### src/rtl/adsr_envelope.sv
// ADSR envelope generator with a registered amplitude-scaling output stage.
// Optional feature: define ENV_RETRIGGER_EN to let a new gate restart ATTACK from RELEASE.
module adsr_envelope #(
    parameter int W = 8,
    parameter int ENV_W = 8,
    parameter logic [ENV_W-1:0] ATTACK_STEP   = ENV_W'(64),
    parameter logic [ENV_W-1:0] DECAY_STEP    = ENV_W'(32),
    parameter logic [ENV_W-1:0] SUSTAIN_LEVEL = ENV_W'(128),
    parameter logic [ENV_W-1:0] RELEASE_STEP  = ENV_W'(16)
) (
    input  logic             clk,
    input  logic             rst,
    input  logic             gate,
    input  logic             sample_tick,
    input  logic [W-1:0]     audio_in,
    output logic [W-1:0]     audio_out,
    output logic [ENV_W-1:0] level_out,
    output logic [2:0]       state_out,
    output logic             busy
);

    typedef enum logic [2:0] {
        S_IDLE    = 3'd0,
        S_ATTACK  = 3'd1,
        S_DECAY   = 3'd2,
        S_SUSTAIN = 3'd3,
        S_RELEASE = 3'd4
    } state_t;

    localparam logic [ENV_W-1:0] LMAX = {ENV_W{1'b1}};
    localparam logic [W-1:0]     MID  = {1'b1, {(W-1){1'b0}}};

    // Saturating add clamped at LMAX, using an ENV_W+1-bit intermediate.
    function automatic logic [ENV_W-1:0] sat_add(input logic [ENV_W-1:0] a, input logic [ENV_W-1:0] b);
        logic [ENV_W:0] sum;
        sum = {1'b0, a} + {1'b0, b};
        return sum[ENV_W] ? LMAX : sum[ENV_W-1:0];
    endfunction

    // Subtract with a lower clamp; the comparison happens before the subtraction so nothing wraps.
    function automatic logic [ENV_W-1:0] sat_sub(input logic [ENV_W-1:0] a, input logic [ENV_W-1:0] b,
                                                 input logic [ENV_W-1:0] floor_lvl);
        logic [ENV_W:0] limit;
        logic [ENV_W:0] diff;
        limit = {1'b0, b} + {1'b0, floor_lvl};
        diff  = {1'b0, a} - {1'b0, b};
        return ({1'b0, a} < limit) ? floor_lvl : diff[ENV_W-1:0];
    endfunction

    // Signed scaling of the offset-binary sample about the midpoint; floor via arithmetic shift.
    function automatic logic [W-1:0] scale_sample(input logic [W-1:0] a, input logic [ENV_W-1:0] lvl);
        logic signed [W:0]         s;
        logic signed [ENV_W:0]     l;
        logic signed [W+ENV_W+1:0] p;
        logic signed [W+ENV_W+1:0] q;
        s = $signed({1'b0, a}) - $signed({1'b0, MID});
        l = $signed({1'b0, lvl});
        p = (W+ENV_W+2)'(s) * (W+ENV_W+2)'(l);
        q = p >>> ENV_W;
        return W'(q) + MID;
    endfunction

    state_t            state;
    logic [ENV_W-1:0]  level;
    logic [W-1:0]      audio_p1;
    logic [ENV_W-1:0]  att_lvl;
    logic [ENV_W-1:0]  dec_lvl;
    logic [ENV_W-1:0]  rel_lvl;

    always_comb begin
        att_lvl = sat_add(level, ATTACK_STEP);
        dec_lvl = sat_sub(level, DECAY_STEP, SUSTAIN_LEVEL);
        rel_lvl = sat_sub(level, RELEASE_STEP, '0);
    end

    // Stage p1: envelope state/level update and registered scaled sample.
    always_ff @(posedge clk) begin
        if (rst) begin
            state    <= S_IDLE;
            level    <= '0;
            audio_p1 <= MID;
        end else begin
            audio_p1 <= scale_sample(audio_in, level);
            case (state)
                S_IDLE: begin
                    level <= '0;
                    if (gate) state <= S_ATTACK;
                end
                S_ATTACK: begin
                    if (!gate) begin
                        state <= S_RELEASE;
                    end else if (sample_tick) begin
                        level <= att_lvl;
                        if (att_lvl == LMAX) state <= S_DECAY;
                    end
                end
                S_DECAY: begin
                    if (!gate) begin
                        state <= S_RELEASE;
                    end else if (sample_tick) begin
                        level <= dec_lvl;
                        if (dec_lvl == SUSTAIN_LEVEL) state <= S_SUSTAIN;
                    end
                end
                S_SUSTAIN: begin
                    if (!gate) state <= S_RELEASE;
                end
                S_RELEASE: begin
`ifdef ENV_RETRIGGER_EN
                    if (gate) begin
                        state <= S_ATTACK;
                    end else if (sample_tick) begin
                        level <= rel_lvl;
                        if (rel_lvl == '0) state <= S_IDLE;
                    end
`else
                    if (sample_tick) begin
                        level <= rel_lvl;
                        if (rel_lvl == '0) state <= S_IDLE;
                    end
`endif
                end
                default: begin
                    state <= S_IDLE;
                    level <= '0;
                end
            endcase
        end
    end

    assign audio_out = audio_p1;
    assign level_out = level;
    assign state_out = state;
    assign busy      = (state != S_IDLE);

endmodule
### config.mk
export PLATFORM = sky130hd
export DESIGN_NAME = adsr_envelope
export DESIGN_NICKNAME = d
export VERILOG_FILES = /design/src/rtl/adsr_envelope.sv
export SDC_FILE = /design/constraint.sdc
export NUM_CORES = 1
export LEC_CHECK = 0
export ABC_AREA = 1
export CORE_ASPECT_RATIO = 0.75
export CORE_MARGIN = 10
export CORE_UTILIZATION = 45
export DETAILED_ROUTE_END_ITERATION = 10
export PLACE_DENSITY = 0.75
export SLEW_MARGIN = 20
export SYNTH_ARGS = -nofsm -noshare
export SYNTH_HDL_FRONTEND = slang
export SYNTH_SLANG_ARGS = --single-unit
### constraint.sdc
create_clock -name clk -period 10.75 [get_ports clk]
set_input_delay 2.15 -clock clk [delete_from_list [all_inputs] [get_ports clk]]
set_output_delay 2.15 -clock clk [all_outputs]
set_load 0.02 [all_outputs]
# Yosys cells after proc, flatten, opt, wreduce, memory -nomap -nowiden
# Cells that the tools add are included.
dict set report classes {
  addsub 5
  n_mul 1
  magnitude_cmp 2
  n_eq_ne 18
  mux 20
  bitwise 1
  reduce_logical 5
}
# operator count
set op_table {}
lappend op_table {{$mux 8} 8}
lappend op_table {{$pmux 8 s4} 1}
lappend op_table {{$mux 3} 10}
lappend op_table {{$eq 8x8->1 const B} 2}
lappend op_table {{$mul 9x9->16} 1}
lappend op_table {{$ne 2x2->1 const B} 8}
lappend op_table {{$pmux 3 s5} 1}
lappend op_table {{$ne 3x3->1 const B} 4}
lappend op_table {{$add 8x7->9 const B} 1}
lappend op_table {{$sub 8x8->9 const B} 1}
lappend op_table {{$add 8x8->8 const B} 1}
lappend op_table {{$logic_not 8->1} 1}
lappend op_table {{$lt 8x5->1 const B} 1}
lappend op_table {{$lt 8x8->1 const B} 1}
lappend op_table {{$reduce_and 8->1} 1}
lappend op_table {{$sub 8x5->8 const B} 1}
lappend op_table {{$sub 8x6->8 const B} 1}
lappend op_table {{$eq 3x2->1 const B} 2}
lappend op_table {{$reduce_and 6->1} 1}
lappend op_table {{$eq 3x1->1 const B} 1}
lappend op_table {{$eq 3x3->1 const B} 1}
lappend op_table {{$logic_not 3->1} 1}
lappend op_table {{$reduce_bool 3->1} 1}
lappend op_table {{$not 1->1} 1}
dict set report word_totals {
  reg_bits 19
  output_inout_bits 20
}

# Longest topological paths before layout
# Gate-level depths: netlist of the first run.
dict set report depth {
  word_depth 7
  mapped_depth 21
  ltp_nobuf 20
}

# Worst setup path after synthesis of the first run
# OpenSTA, ideal clock, no wires.
dict set report synth_timing {
  path_type {input to register}
  startpoint {input port audio_in[7]}
  endpoint {register audio_p1[7], in the netlist audio_out[7]}
  t_arrival_ns 5.622
  required_ns 10.628
  setup_slack_ns 5.006
  path_stages 15
  cell_sequence {nor2_1 inv_1 fa_1 inv_1 fa_1 inv_1 fa_1 fa_1 inv_1 ha_1 inv_1 nor3_1 nand3_1 nand3_1 nand3_1}
}
dict set report synth_via {
  elab_chain_cells 3
}
# element line_no
set synth_rtl {}
lappend synth_rtl {{from (decl)} 15} ;# input logic [W-1:0] audio_in,
lappend synth_rtl {{$sub 8x8->9} 56} ;# s = $signed({1'b0, a}) - $signed({1'b0, MID});
lappend synth_rtl {{$mul 9x9->16} 58} ;# p = (W+ENV_W+2)'(s) * (W+ENV_W+2)'(l);
lappend synth_rtl {{$add 8x8->8} 60} ;# return W'(q) + MID;
lappend synth_rtl {{to (signal assigned)} 83} ;# audio_p1 <= scale_sample(audio_in, level);
lappend synth_rtl {{to (decl)} 65} ;# logic [W-1:0] audio_p1;
# Every way passes these cells.
# A chain may end at the register's enable or synchronous reset.

# Worst setup path in the final report of the first run
# Ends and elaborated chain as after synthesis.

==> results_dict.tcl, run 1 <==
set metrics [dict create \
    clockBufferDepth 2 \
    synth-seq-area-share_pct 10.4 \
    hold_class "flop to flop" \
    ys_types 34 \
    ff2ff_path_depth 16 \
    ios 32 \
    fin_nets 645 \
    hold_buffers 0 \
    synth_top_family_by_area "adder cells" \
    layout_commonest_cell "inv_1" \
    finalHoldViolations 0 \
    clock.fmax_ghz 0.155 \
    start_util_pct 46.3 \
    synth_xor_area_share_pct 1.44 \
    first_pass_iters 5 \
    tns_ns 0 \
    r2r_start "level_out[1]$_SDFFE_PP0P_" \
    grt_pass1_wl_um 14700 \
    cap_violations 0 \
    worst_setup_path_end_kind "flop" \
    outcome "complete, no violations" \
    worstSkewPairLatency_ns 0.26 \
    cp_slowest_cell "fa_1" \
    crit_type "primary input to flop" \
    ctsResizeCount 0 \
    vdd_drop_max_mv 0.0610 \
    dr_total_vias 3307 \
    die-area_um2 12200 \
    rrSetupSlack_ns 5.95 \
    crit_top_cell "inv_1" \
    num_rows 28 \
    clkTransAtPathRegs_ns 0.08 \
    layout_common_cells "inv_1 (136), nand2_1 (130), fa_1 (51), nor2_1 (33), clkdlybuf4s50_1 (31)" \
    period_needed_ns 6.46 \
    clock_sinks 19 \
    skew_ns 0.00741 \
    fp.dieH_um 98.0 \
    num_antenna_cells 0 \
    grt_use_total_pct 14.3 \
    min-delay-start "state_out[1]$_SDFFE_PP0P_" \
    critPathLaunchType "primary input" \
    grt_overflow 0 \
    path_cells "clkdlybuf4s50_1, nor2_1, inv_1, fa_1, inv_1, fa_1, inv_1, fa_1, fa_1, inv_1, ha_1, inv_1, nor3_1, nand3_1, nand3_1, nand3_1" \
    fillers 777 \
    ant_nets 0 \
    ys_ff_latch 19 \
    root_buffer "clkbuf_8" \
    power_density_nw_per_um2 121 \
    synth-adder-area-share_pct 38.2 \
    vias_per_cell 5.04 \
    holdPathEnd "state_out[1]$_SDFFE_PP0P_" \
    rsz0062_at_grt "false" \
    hold_depth 4 \
    tritoncts "yes" \
    worst_pin_slew_ns 0.665 \
    synth_top_cell_by_area "fa_1" \
    synth_compound_area_share_pct 8.05 \
    synthTopCellsByArea "fa_1 (28%), inv_1 (14%), nand2_1 (13%)" \
    required_ns 10.89 \
    path_max_fanout 7 \
    grt_max_degree 16 \
    wire_per_inst_um 13.0 \
    cts_buffers 3 \
    instances_no_fill 656 \
    p_leak_nw 2.20 \
    synth-edff-count 0 \
    setup_viol 0 \
    cpPeakStageDelay_ns 0.62 \
    cp.arrival_ns 6.60 \
    ys.flop_type "dfxtp_1" \
    r2r_end "audio_out[7]$_SDFF_PP1_" \
    regArea_um2 380 \
    core-area_um2 7880 \
    dp_hpwl_um 7050 \
    gp_routability_congestion 0.935 \
    drc_errors 0 \
    antenna_found_initial 0 \
    synthSimpleGateAreaFrac_pct 24.9 \
    port_buffers 31 \
    relSlewSlack_pct 55.6 \
    htree_levels 1 \
    synth_top_area_share_pct 27.9 \
    finalMaxSlewViolations 0 \
    drt_iter0_drc 315 \
    syn_nets 624 \
    netlist_instances 531 \
    async_reset_ff_share_pct 0 \
    drive_gt1_share_pct 4.90 \
    yosysWarnings 0 \
    totalWireLength_um 8550 \
    dp_cells 652 \
    grt_pass1_vias 3086 \
    die_w_um 124 \
    fin_crit_sh_pct 60.1 \
    syn_to_final_growth_pct 11.3 \
    multi_input_area_um2 2650 \
    postCtsSetupRepairBufs 0 \
    muxShareOfSynthArea_pct 0 \
    netlist_area_um2 3650 \
    syn_area_per_cell_um2 6.88 \
]
-- state kept, by name, summed over array words and instances, names as in the netlist --
register,count
state_out,3
level_out,8
audio_out,8
-- synth_stat cells, types with 2 or more instances --
master	count
buf_2	9
nand2_2	5
o21bai_1	3
nor2_2	3
nor2_1	33
inv_2	8
nand4_1	3
inv_1	136
o21ai_2	2
nor3_1	5
ha_1	30
nand2_1	130
dfxtp_1	19
buf_4	2
o21ai_0	13
a21oi_1	22
nand2_4	2
a31oi_1	2
nand3_1	26
clkbuf_1	4
xnor2_1	4
xor2_1	2
fa_1	51
o21ai_1	7
-- final cells by class --
cell class	instances	area share (%)
inverter	145	13.4
multi-input combinational	352	65.3
timing repair buffer	31	7.63
clock buffer	3	1.02
clock inverter	1	0.123
tap	105	3.23
sequential	19	9.35
-- cells by family (layout without fill, tap and decap cells) --
kind of cell,after synthesis,in the layout
XOR/XNOR,6,6
AO/OA/AOI/OAI,53,53
adder cells (fa/ha/maj),81,81
flip-flops,19,19
buffers and inverters,160,180
AND/OR/NAND/NOR,212,212
-- critical path: cells and delay by family --
kind	cells	cell delay [ns]
fa+ha+maj	5	2.51
simple gates	5	0.88
buf+inv	6	1.05
-- layer usage --
metal	up-vias	track usage, %	wire length, um
met1	1557	21.7	3970
met2	133	21.2	3810
li1	1613	-	-
met5	-	0	0
met4	0	2.39	86
met3	4	1.55	689
-- worst max-delay path by stage --
stage                      from  slack, ns  depth (start not counted)                      end
finish              audio_in[7]       4.29                         16  audio_out[7]$_SDFF_PP1_
global route        audio_in[7]       3.92                         16  audio_out[7]$_SDFF_PP1_
CTS                 audio_in[7]       4.31                         16  audio_out[7]$_SDFF_PP1_
detailed placement  audio_in[7]       4.05                         16  audio_out[7]$_SDFF_PP1_
global placement    audio_in[7]       4.08                         16  audio_out[7]$_SDFF_PP1_
floorplan           audio_in[7]       5.01                         15  audio_out[7]$_SDFF_PP1_
-- where the power goes --
| group | leakage (nW) | switching [W] | internal, W |
|---|---|---|---|
| logic | 2.02 | 0.000209 | 0.000121 |
| clock network | 0.0255 | 0.0000268 | 0.0000258 |
| registers | 0.154 | 0.0000252 | 0.0000838 |
-- per-stage QoR --
| step | hold WS, ns | power [W] | util (%) | instance area (um^2) | setup WS [ns] |
|---|---|---|---|---|---|
| 5_1_grt | 0.688 | 0.000543 | 51.6 | 4070 | 3.92 |
| 3_5_place_dp | 0.620 | 0.000438 | 51.0 | 4020 | 4.05 |
| 3_3_place_gp | 0.599 | 0.000428 | 51.0 | 4020 | 4.08 |
| 4_1_cts | 0.635 | 0.000493 | 51.6 | 4070 | 4.31 |
| 6_report | 0.642 | 0.000492 | 51.6 | 4070 | 4.29 |
| 2_1_floorplan | 0.647 | 0.000344 | - | 3650 | 5.01 |
No activity file was read; power rests on OpenSTA's default activity.
==> inputs of run 2 (changes only) <==
clock period = 6.17 ns   (was 10.75 ns; I/O delays follow)
==> run 2 against run 1 <==
Die area stayed put; power is 74% higher; largest power group unchanged; clock-buffer cell count is the same; critical path type unchanged; sequential power rose by 75%; clock power increased by 71%; via count decreased by 1.7%; final cell count increased by 0.46%.
==> results_dict.tcl, run 2 (synthesized netlist as in run 1, its figures left out) <==
set metrics [dict create \
    first_pass_iters 5 \
    finalMaxSlewViolations 0 \
    fin_nets 648 \
    clock_sinks 19 \
    dp_cells 655 \
    grt_overflow 0 \
    finalHoldViolations 0 \
    p_leak_nw 2.22 \
    layout_commonest_cell "inv_1" \
    port_buffers 31 \
    die-area_um2 12200 \
    grt_max_degree 16 \
    final_core_util_pct 51.9 \
    totalWireLength_um 8490 \
    hold_buffers 0 \
    critPathLaunchType "primary input" \
    vdd_drop_max_mv 0.102 \
    ant_nets 0 \
    cp.arrival_ns 5.64 \
    cts_buffers 3 \
    worst_pin_slew_ns 0.671 \
    hold_class "flop to flop" \
    grt_pass1_wl_um 14500 \
    skew_ns 0.00959 \
    num_antenna_cells 0 \
    fp.dieH_um 98.0 \
    clockBufferDepth 2 \
    rsz0062_at_grt "false" \
    postCtsSetupRepairBufs 0 \
    cap_violations 0 \
    r2r_start "level_out[0]$_SDFFE_PP0P_" \
    setup_viol 0 \
    die_w_um 124 \
    total_power_w 0.000854 \
    wire_per_inst_um 12.9 \
    outcome "complete, no violations" \
    relSlewSlack_pct 55.2 \
    grt_pass1_vias 3040 \
    crit_type "primary input to flop" \
    r2r_end "audio_out[7]$_SDFF_PP1_" \
    crit_end "audio_out[7]$_SDFF_PP1_" \
    ff2ff_path_depth 16 \
    num_rows 28 \
    drc_errors 0 \
    required_ns 6.31 \
    antenna_found_initial 0 \
    instances_no_fill 659 \
    root_buffer "clkbuf_8" \
    gp_routability_congestion 0.928 \
    drive_gt1_share_pct 5.42 \
    dp_hpwl_um 6970 \
    worstSkewPairLatency_ns 0.26 \
    drt_iter0_drc 310 \
    wl_met1_um 3970 \
    ios 32 \
    start_util_pct 46.3 \
    ctsResizeCount 0 \
    clkTransAtPathRegs_ns 0.08 \
    rrSetupSlack_ns 1.45 \
    met3_length_um 780 \
    grt_use_total_pct 14.0 \
    syn_to_final_growth_pct 11.9 \
    routed.top_layer "met4" \
    fillers 750 \
    fin_crit_sh_pct 89.1 \
    path_max_fanout 7 \
    dr_total_vias 3252 \
    power_density_nw_per_um2 209 \
    worst_setup_path_end_kind "flop" \
    routed-wl-met2_um 3640 \
    clock.fmax_ghz 0.182 \
    startpoint "audio_in[7]" \
    core-area_um2 7880 \
    layout_common_cells "inv_1 (136), nand2_1 (130), fa_1 (51), nor2_1 (33), clkdlybuf4s50_1 (31)" \
    tritoncts "yes" \
    tns_ns 0 \
    vias_per_cell 4.93 \
    htree_levels 1 \
    period_needed_ns 5.50 \
]
-- run 2: cell types whose count changed in the layout (fill, tap and decap cells not counted), sizes merged --
cell  change
buf       +3
-- run 2: worst min-delay path by stage --
stage / startpoint / to / slack (ns) / cells past startpoint
after floorplan: state_out[1]$_SDFFE_PP0P_ / state_out[1]$_SDFFE_PP0P_ / 0.65 / 4
after global placement: state_out[1]$_SDFFE_PP0P_ / state_out[1]$_SDFFE_PP0P_ / 0.60 / 4
after detailed placement: state_out[1]$_SDFFE_PP0P_ / state_out[1]$_SDFFE_PP0P_ / 0.63 / 4
after CTS: state_out[1]$_SDFFE_PP0P_ / state_out[1]$_SDFFE_PP0P_ / 0.65 / 4
after global routing: state_out[0]$_SDFFE_PP0P_ / state_out[0]$_SDFFE_PP0P_ / 0.71 / 4
final: state_out[1]$_SDFFE_PP0P_ / state_out[1]$_SDFFE_PP0P_ / 0.64 / 4
-- run 2: worst max-delay path: stages --
cell and delay (ns):
clkdlybuf4s50_1 0.53, nor2_1 0.23, inv_1 0.12, fa_1 0.49, inv_1 0.16, fa_1 0.61
inv_1 0.09, fa_1 0.51, fa_1 0.54, inv_1 0.04, ha_1 0.34, inv_1 0.11
nor3_1 0.27, nand3_1 0.17, nand3_1 0.11, nand3_1 0.07
-- run 2: area by class of cell --
cell class                      count  area (um^2)  area share, %
Multi-Input combinational cell    352         2650           64.9
Inverter                          145          544           13.3
Sequential cell                    19          380           9.30
Timing Repair Buffer               34          333           8.14
Tap cell                          105          131           3.21
Clock buffer                        3         41.3           1.01
Clock inverter                      1         5.00          0.122
-- run 2: per-stage QoR --
| step | instance area [um^2] | setup WS, ns | hold WS [ns] |
|---|---|---|---|
| final | 4090 | 0.670 | 0.643 |
| after global routing | 4090 | 0.401 | 0.708 |
| after CTS | 4090 | 0.698 | 0.648 |
| after detailed placement | 4040 | 0.444 | 0.633 |
| after global placement | 4040 | 0.412 | 0.600 |
| after floorplan | 3650 | 1.34 | 0.647 |
-- run 2: metal layers --
| metal | track usage (%) | vias to the layer above |
|---|---|---|
| met3 | 3.11 | 8 |
| met5 | 0 | - |
| li1 | - | 1620 |
| met4 | 3.00 | 0 |
| met2 | 20.0 | 124 |
| met1 | 20.9 | 1500 |
-- run 2: where the power goes --
part           internal, W  switching [W]  total (W)  leakage, nW
Sequential        0.000146      0.0000451   0.000191        0.154
Combinational     0.000211       0.000362   0.000573         2.04
Clock            0.0000450      0.0000449  0.0000899       0.0255
Total             0.000402       0.000452   0.000854         2.22
==> inputs of run 3 (changes only) <==
CORE_UTILIZATION = 55   (was 45)
PLACE_DENSITY = 0.87   (was 0.75)
==> run 3 against run 2 <==
Power is 0.18% higher; global-route usage up 3.0 points; clock power barely moved; core utilization up 12 points; non-clock buffer count down 1; critical path depth up 2; sequential cell count unchanged; final cell count down 3.8%; routed wire length fell by 0.40%; sequential share of layout area is 0.086 points higher; setup slack better by 0.025 ns; combinational power about the same.
==> results_dict.tcl, run 3 (synthesized netlist as in run 1, its figures left out) <==
set metrics [dict create \
    outcome "complete, no violations" \
    relSlewSlack_pct 54.8 \
    met3_length_um 824 \
    antenna_found_initial 0 \
    vias_per_cell 5.22 \
    tritoncts "yes" \
    worst_pin_slew_ns 0.676 \
    num_rows 25 \
    p_leak_nw 2.21 \
    num_antenna_cells 0 \
    layout_commonest_cell "inv_1" \
    routed-wl-met2_um 3840 \
    fin_crit_sh_pct 88.7 \
    syn_to_final_growth_pct 10.9 \
    grt_pass1_vias 3140 \
    grt_pass1_wl_um 14700 \
    clockBufferDepth 2 \
    drive_gt1_share_pct 5.24 \
    clock_sinks 19 \
    worst_setup_path_end_kind "flop" \
    wire_per_inst_um 13.3 \
    core-area_um2 6380 \
    gp_routability_congestion 0.935 \
    wl_met1_um 3690 \
    clock.fmax_ghz 0.183 \
    hold_buffers 0 \
    required_ns 6.33 \
    grt_max_degree 16 \
    start_util_pct 57.3 \
    ant_nets 0 \
    cap_violations 0 \
    path_max_fanout 7 \
    ios 32 \
    vdd_drop_max_mv 0.142 \
    root_buffer "clkbuf_8" \
    holdWs_ns 0.624 \
    setup_viol 0 \
    die-area_um2 10300 \
    clkTransAtPathRegs_ns 0.07 \
    tns_ns 0 \
    worstSkewPairLatency_ns 0.26 \
    dr_total_vias 3310 \
    fin_nets 647 \
    drc_errors 0 \
    grt_use_total_pct 17.0 \
    fp.dieH_um 90.6 \
    dp_hpwl_um 7160 \
    rsz0062_at_grt "false" \
    port_buffers 31 \
    critPathLaunchType "primary input" \
    cts_buffers 3 \
    skew_ns 0.00280 \
    ctsResizeCount 0 \
    power_density_nw_per_um2 211 \
    routed.top_layer "met4" \
    layout_common_cells "inv_1 (136), nand2_1 (130), fa_1 (51), nor2_1 (33), clkdlybuf4s50_1 (31)" \
    fillers 571 \
    grt_overflow 0 \
    cp.arrival_ns 5.64 \
    crit_type "primary input to flop" \
    totalWireLength_um 8460 \
    period_needed_ns 5.48 \
    htree_levels 1 \
    postCtsSetupRepairBufs 0 \
    die_w_um 114 \
    finalHoldViolations 0 \
    finalMaxSlewViolations 0 \
    drt_iter0_drc 239 \
    hold_class "flop to flop" \
    first_pass_iters 5 \
]
run 3: cell type report:
cell class | instances | area [um^2] | area share [%]
clock inverter | 1 | 5.00 | 0.124
multi-input combinational | 352 | 2650 | 65.5
clock buffer | 3 | 41.3 | 1.02
tap | 81 | 101 | 2.50
timing repair buffer | 33 | 325 | 8.03
inverter | 145 | 544 | 13.4
sequential | 19 | 380 | 9.39
run 3: worst paths after layout:
path                               endpoint                 startpoint  slack [ns]  cells after the start
hold / removal    state_out[1]$_SDFFE_PP0P_  state_out[1]$_SDFFE_PP0P_        0.62                      4
hold reg to reg   state_out[1]$_SDFFE_PP0P_  state_out[1]$_SDFFE_PP0P_        0.62                      4
setup / recovery    audio_out[5]$_SDFF_PP0_                audio_in[7]        0.69                     18
setup reg to reg    audio_out[5]$_SDFF_PP0_  level_out[1]$_SDFFE_PP0P_        1.42                     18
run 3: per-stage QoR:
step,total power (W),worst slack (ns),instances,util [%],cell area [um^2]
floorplan,0.000600,1.34,531,-,3650
global placement,0.000745,0.417,630,62.8,4010
detailed placement,0.000761,0.412,630,62.8,4010
CTS,0.000855,0.695,634,63.5,4050
global route,0.000952,0.323,634,63.5,4050
finish,0.000855,0.695,634,63.5,4050
run 3: routing by layer:
layer  up-vias  GRT usage, %
met5         -             0
met4         0          4.58
met3         7          2.12
met2       149          25.8
met1      1543          24.6
li1       1611             -
run 3: worst max-delay path, cell delays in order:
cell and delay [ns]:
clkdlybuf4s50_1 0.53, nor2_1 0.23, inv_1 0.11, fa_1 0.44, inv_1 0.28, fa_1 0.47, fa_1 0.49, inv_1 0.05
fa_1 0.52, inv_1 0.04, ha_1 0.36, nand2_1 0.10, inv_1 0.08, nand3_1 0.10, nor3_1 0.32, nor2_1 0.06
o21ai_0 0.14, nor2_1 0.05
run 3: power breakdown:
part	switching, W	internal (W)	leakage [nW]
logic	0.000364	0.000213	2.03
registers	0.0000430	0.000146	0.154
clock network	0.0000451	0.0000451	0.0255
